`src/rtl/wb_pkg.sv`:
```
// Shared types and constants for the write-back output collector.
package wb_pkg;
  localparam int LANES = 4;
  localparam int SEL_W = 2;
  localparam int CNT_W = 3;

  typedef enum logic [1:0] {
    IDLE    = 2'd0,
    COLLECT = 2'd1,
    DRAIN   = 2'd2,
    DONE    = 2'd3
  } wb_state_t;

  // Lanes-per-word request folded into 1..LANES.
  function automatic logic [CNT_W-1:0] clamp_lanes(input logic [CNT_W-1:0] v);
    if (v == 3'd0)      return 3'd1;
    else if (v > 3'd4)  return 3'd4;
    else                return v;
  endfunction
endpackage

```
`src/rtl/wb_fifo2.sv`:
```
// Two-entry FIFO; a push into a full FIFO lands only when a pop frees the head slot the same cycle.
module wb_fifo2 #(
  parameter int WIDTH = 32
) (
  input  logic             clk,
  input  logic             rst_n,
  input  logic             flush_i,
  input  logic             push_i,
  input  logic             pop_i,
  input  logic [WIDTH-1:0] din_i,
  output logic [WIDTH-1:0] dout_o,
  output logic             full_o,
  output logic             empty_o
);
  logic [1:0][WIDTH-1:0] mem_q;
  logic                  rd_q, wr_q;
  logic [1:0]            cnt_q;
  logic                  do_pop, do_push;

  assign empty_o = (cnt_q == 2'd0);
  assign full_o  = (cnt_q == 2'd2);
  assign do_pop  = pop_i && !empty_o;
  assign do_push = push_i && (!full_o || do_pop);
  assign dout_o  = mem_q[rd_q];

  always_ff @(posedge clk or negedge rst_n) begin
    if (!rst_n) begin
      mem_q <= '0;
      rd_q  <= 1'b0;
      wr_q  <= 1'b0;
      cnt_q <= 2'd0;
    end else if (flush_i) begin
      mem_q <= '0;
      rd_q  <= 1'b0;
      wr_q  <= 1'b0;
      cnt_q <= 2'd0;
    end else begin
      // When full, wr_q == rd_q, so a push+pop overwrites the slot being popped.
      if (do_push) begin
        mem_q[wr_q] <= din_i;
        wr_q        <= ~wr_q;
      end
      if (do_pop) rd_q <= ~rd_q;
      cnt_q <= cnt_q + {1'b0, do_push} - {1'b0, do_pop};
    end
  end
endmodule

```
`src/rtl/wb_out_collector.sv`:
```
// Packs muxed SMAC lanes into output words, queues them in a 2-entry FIFO and
// writes them to output memory over a valid/ready port.
module wb_out_collector
  import wb_pkg::*;
#(
  parameter int DATA_W = 8,
  parameter int ADDR_W = 10
) (
  input  logic                    clk,
  input  logic                    rst_n,
  input  logic                    cnt_clear,
  input  logic                    cnt_load,
  input  logic [2:0]              max_val,
  input  logic [ADDR_W-1:0]       num_words,
  input  logic                    act_wb,
  input  logic [SEL_W-1:0]        sel_mux_out,
  input  logic [DATA_W-1:0]       data_in,
  input  logic                    wr_ready,
  output logic                    wr_valid,
  output logic [ADDR_W-1:0]       wr_addr,
  output logic [LANES*DATA_W-1:0] wr_data,
  output logic                    wb_busy,
  output logic                    wb_done,
  output logic                    err_ovf,
  output logic                    err_seq
);
  wb_state_t                    state_q, state_d;
  logic [CNT_W-1:0]             max_cfg_q, max_cfg_d;
  logic [ADDR_W-1:0]            num_cfg_q, num_cfg_d;
  logic [ADDR_W-1:0]            words_q, words_d;
  logic [ADDR_W-1:0]            addr_q, addr_d;
  logic [SEL_W-1:0]             ptr_q, ptr_d;
  logic [LANES-1:0][DATA_W-1:0] lanes_q, lanes_d, lanes_w, word;
  logic                         err_ovf_q, err_ovf_d, err_seq_q, err_seq_d;
  logic                         load_ok, collecting, accept, last_lane;
  logic                         push, pop, fifo_full, fifo_empty;

  assign load_ok    = cnt_load && (state_q == IDLE);
  assign collecting = (state_q == IDLE) || (state_q == COLLECT);
  assign accept     = !cnt_clear && !load_ok && act_wb && collecting && (num_cfg_q != '0);
  assign last_lane  = ({1'b0, ptr_q} == (max_cfg_q - 3'd1));
  assign push       = accept && last_lane;
  assign pop        = wr_valid && wr_ready && !cnt_clear;

  // Lane file with this cycle's lane merged in, so the word can be pushed on the same edge.
  always_comb begin
    lanes_w = lanes_q;
    if (accept) lanes_w[ptr_q] = data_in;
  end

  for (genvar g = 0; g < LANES; g++) begin : g_lane
    assign word[g] = (g < int'(max_cfg_q)) ? lanes_w[g] : '0;
  end

  always_comb begin
    state_d   = state_q;
    max_cfg_d = max_cfg_q;
    num_cfg_d = num_cfg_q;
    words_d   = words_q;
    addr_d    = addr_q;
    ptr_d     = ptr_q;
    lanes_d   = lanes_q;
    err_ovf_d = err_ovf_q;
    err_seq_d = err_seq_q;
    if (cnt_clear) begin
      state_d   = IDLE;
      words_d   = '0;
      addr_d    = '0;
      ptr_d     = '0;
      lanes_d   = '0;
      err_ovf_d = 1'b0;
      err_seq_d = 1'b0;
    end else begin
      if (load_ok) begin
        max_cfg_d = clamp_lanes(max_val);
        num_cfg_d = num_words;
      end
      if (accept) begin
        lanes_d = lanes_w;
        if (sel_mux_out != ptr_q) err_seq_d = 1'b1;
        if (last_lane) begin
          lanes_d = '0;
          ptr_d   = '0;
          words_d = words_q + 1'b1;
        end else begin
          ptr_d = ptr_q + 1'b1;
        end
      end
      if (push && fifo_full && !pop) err_ovf_d = 1'b1;
      if (pop) addr_d = addr_q + 1'b1;
      case (state_q)
        IDLE: if (act_wb && !load_ok) begin
          if (num_cfg_q == '0)                   state_d = DONE;
          else if (push && words_d == num_cfg_q) state_d = DRAIN;
          else                                   state_d = COLLECT;
        end
        COLLECT: if (push && words_d == num_cfg_q) state_d = DRAIN;
        DRAIN:   if (fifo_empty) state_d = DONE;
        DONE: begin
          state_d = IDLE;
          words_d = '0;
        end
        default: state_d = IDLE;
      endcase
    end
  end

  always_ff @(posedge clk or negedge rst_n) begin
    if (!rst_n) begin
      state_q   <= IDLE;
      max_cfg_q <= 3'd4;
      num_cfg_q <= '0;
      words_q   <= '0;
      addr_q    <= '0;
      ptr_q     <= '0;
      lanes_q   <= '0;
      err_ovf_q <= 1'b0;
      err_seq_q <= 1'b0;
    end else begin
      state_q   <= state_d;
      max_cfg_q <= max_cfg_d;
      num_cfg_q <= num_cfg_d;
      words_q   <= words_d;
      addr_q    <= addr_d;
      ptr_q     <= ptr_d;
      lanes_q   <= lanes_d;
      err_ovf_q <= err_ovf_d;
      err_seq_q <= err_seq_d;
    end
  end

  wb_fifo2 #(.WIDTH(LANES*DATA_W)) u_fifo (
    .clk     (clk),
    .rst_n   (rst_n),
    .flush_i (cnt_clear),
    .push_i  (push),
    .pop_i   (pop),
    .din_i   (word),
    .dout_o  (wr_data),
    .full_o  (fifo_full),
    .empty_o (fifo_empty)
  );

  assign wr_valid = !fifo_empty;
  assign wr_addr  = addr_q;
  assign wb_busy  = (state_q == COLLECT) || (state_q == DRAIN);
  assign wb_done  = (state_q == DONE);
  assign err_ovf  = err_ovf_q;
  assign err_seq  = err_seq_q;
endmodule
```
`config.mk`:
```
export PLATFORM = sky130hd
export DESIGN_NAME = wb_out_collector
export DESIGN_NICKNAME = d
export VERILOG_FILES = /design/src/rtl/wb_pkg.sv /design/src/rtl/wb_fifo2.sv /design/src/rtl/wb_out_collector.sv
export SDC_FILE = /design/constraint.sdc
export NUM_CORES = 1
export LEC_CHECK = 0
export CAP_MARGIN = 25
export CORE_UTILIZATION = 40
export CTS_BUF_LIST = sky130_fd_sc_hd__clkbuf_16
export DETAILED_ROUTE_END_ITERATION = 7
export HOLD_SLACK_MARGIN = 0.08
export RECOVER_POWER = 25
export REMOVE_ABC_BUFFERS = 1
export SETUP_SLACK_MARGIN = 0.2
export SYNTH_ARGS = -nofsm -noshare
export SYNTH_HDL_FRONTEND = slang
export SYNTH_SLANG_ARGS = --single-unit
```
`constraint.sdc`:
```
create_clock -name clk -period 4.85 [get_ports clk]
set_input_delay 1.455 -clock clk [delete_from_list [all_inputs] [get_ports clk]]
set_output_delay 1.455 -clock clk [all_outputs]
set_load 0.05 [all_outputs]
```
==> results.ini <==
[place]
gp_congestion = 0.8886
dp_hpwl_um = 10940
post-place-ws_ns = 0.5542
port_buffers = 75
dp_cells = 908
dpl-instance-area_um2 = 7807

[die]
die_x_um = 132.4
rows = 47
die_area_um2 = 17540
initial_core_util_pct = 41.04
die_h_um = 132.4
boundaryPins = 76
core_region_area_um2 = 16580

[drt]
dr.pass1.iters = 5
drc = 0
wl_per_cell_um = 17.27
drtIter0Drc = 285
drt-total-wl_um = 16210
vias = 5070
via_per_inst = 5.399
drtAntennaViolNets = 0

[logic_synthesis]
synth_area_um2 = 6807
ys_ff_latch = 139
synth_cells = 642
async_flop_share_pct = 100.0
ys_types = 44
avgSynthCellArea_um2 = 10.60
synthTopCellsByArea = dfrtp_1 (51%), mux2_2 (7.1%), mux2i_1 (4.9%)
synth_enable_flop_cells = 0
yosys.area.top_type = dfrtp_1
yosysSeqAreaShare_pct = 51.12
netlist.area_leader.share_pct = 50.74
synthFlopType = dfrtp_1
yosys_warnings = 0

[cells_and_area]
num_antenna_cells = 0
multi_input_area_um2 = 3141
utilization_pct = 50.69
drive_above_1_share_pct = 12.80
stdcell_area_um2 = 8407
regArea_um2 = 3480
area_delta_synth_final_pct = 23.51
final_cells = 939
layout.nets = 750
num-fill-cells = 1536

[worst_setup_path]
cp.required_ns = 3.39
critPathArrivalTime_ns = 2.46
cp.depth = 3
rrSetupSlack_ns = 1.60
crit_chain = buf_12 > mux2_2 > clkdlybuf4s50_1
setup.worst_path.class = register to output port
cp-start-kind = register
cp_slowest_stage_delay_ns = 0.72
crit_buf_inv = 2
crit_path_end_kind = output port
slowest_stage = clkdlybuf4s50_1
cp_top_family = buffers and inverters
critPathMaxFanout = 23
rr_worst_depth = 10

[timing]
relSlewSlack_pct = -26.76
setup_slack_ns = 0.9316
fin_setup_tns_ns = 0
finClkSkew_ns = 0.01164
finalSetupViolCount = 0
worstMarginPinSlew_ns = 1.901
layout_min_cycle_time_ns = 3.918
max_freq_mhz = 255.2
timing_max_transition_violations_final = 36
hold_violations = 0
timing.final.crit_share_pct = 80.79
rsz0062_at_grt = no

[clock_network]
postCtsHoldBufs = 0
post_cts_buffers = 0
cts_buffer_depth = 2
cts_tree = done
clock-root-buffer = clkbuf_16
insertion_delay_ns = 0.42
cts.sinks = 139
cts_resized = 0
cts_buffers = 17
clk_pin_slew_worst_paths_ns = 0.05
cts_max_level = 4

[outcome]
violations = capacitance limit, slew limit
status = finished with violations

[power]
pwr_density_cell_nw_per_um2 = 397.3
p_leak_uw = 0.003771
ir_drop_v = 0.0002810

[global_route]
gr-total-overflow = 0
antenna_found_initial = 0
grt_pass1_wl_um = 27110
grt_usage_pct = 19.81
grt_max_degree = 91
first_global_vias = 5156

[worst_hold_path]
hold_class = register to register
hold_depth = 2

[flow_run]
maxCapViolCount = 1

## logic make-up (layout without fill, tap and decap cells)
family	count (synthesis)	count (layout)	share of synthesized area [%]
buffers and inverters	50	127	2.849
multiplexers	76	76	11.97
AO/OA/AOI/OAI	131	131	13.60
XOR/XNOR	39	39	5.129
flip-flops	139	139	51.12
AND/OR/NAND/NOR	193	193	12.76
adder cells (fa/ha/maj)	14	14	2.574
## final cells by class
cell class | count | share of cell area, %
multi-input combinational | 453 | 37.36
timing repair buffer | 86 | 10.03
inverter | 10 | 0.4465
tap | 220 | 3.274
sequential | 139 | 41.39
clock inverter | 14 | 2.441
clock buffer | 17 | 5.060
## tightest hold or removal path, stage by stage (launching register included)
cell and delay (ns):
dfrtp_1 0.33, nand2_1 0.04, o21ai_0 0.06
## synth_stat cells (3+ instances only)
cell,n
inv_1,10
buf_1,14
or3_1,3
and2_1,5
nor2b_1,5
nand3b_1,4
mux2i_1,33
o21ai_0,39
a21o_1,4
nand2_1,64
nand3_1,8
a21oi_1,11
xnor2_1,22
o2bb2ai_1,32
nand4_1,6
nor4_1,3
xor2_1,16
a22oi_1,8
and3_1,6
dfrtp_1,138
nor2_1,74
clkbuf_1,21
ha_1,14
o21ai_1,5
nand2b_1,5
a32oi_1,24
mux2_2,43
buf_2,4
## per-stage QoR
step	power, uW	hold WS [ns]
2_1_floorplan	1759	0.4460
3_3_place_gp	1957	0.4560
3_5_place_dp	1975	0.4660
4_1_cts	3377	0.4783
5_1_grt	3501	0.4876
6_report	3340	0.4723
## flip-flops by register name, summed over array words and instances, names as in the netlist
name	flops
ptr_q	2
max_cfg_q	3
num_cfg_q	10
u_fifo.rd_q	1
words_q	10
err_seq	1
err_ovf	1
state_q	2
lanes_q	32
wr_addr	10
u_fifo.cnt_q	2
u_fifo.wr_q	1
u_fifo.mem_q	64
## layout by cell type (no fill, tap or decap), types with 4 or more instances in the layout
cell type        netlist  final
nor2_1                74     71
mux2_2                43     43
bufinv_16              0      5
xor2_1                16     16
nand3_1                8      8
and2_1                 5      5
a32oi_1               24     24
and3_1                 6      6
nand2b_1               5      5
dfrtp_1              138    138
nand4_1                6      6
clkbuf_16              0     17
ha_1                  14     14
o2bb2ai_1             32     32
a21o_1                 4      4
nand3b_1               4      4
inv_1                 10     12
a22oi_1                8      8
clkdlybuf4s50_1        0     73
a21oi_1               11     11
nor2b_1                5      5
mux2i_1               33     33
o21ai_1                5      5
xnor2_1               22     22
nand2_1               64     64
o21ai_0               39     39
buf_4                  0      7
## worst paths after layout
path	from	end
worst max-delay path	u_fifo.rd_q$_DFFE_PN0P_	wr_data[14]
worst min-delay path	u_fifo.mem_q[9]$_DFFE_PN0P_	u_fifo.mem_q[9]$_DFFE_PN0P_
worst max register to register	max_cfg_q[0]$_DFFE_PN0P_	state_q[0]$_DFFE_PN0P_
worst min register to register	u_fifo.mem_q[9]$_DFFE_PN0P_	u_fifo.mem_q[9]$_DFFE_PN0P_
max in group asynchronous	rst_n	u_fifo.wr_q$_DFFE_PN0P_
min in group asynchronous	rst_n	u_fifo.mem_q[58]$_DFFE_PN0P_
## per-layer routing
metal  share of wire (%)  wire [um]  vias up  GRT usage (%)
li1                    -          -     2410              -
met2                  46       7446      140          30.99
met4                 1.4        223        0          6.450
met5                   0          0        -              0
met1                  49       7872     2505          27.51
met3                 4.1        670       15          4.061
## power breakdown
part | switching [uW] | internal [uW]
Sequential | 91.2 | 1240
Combinational | 357 | 264
Clock | 486 | 902
(Power assumes the default switching activity.)
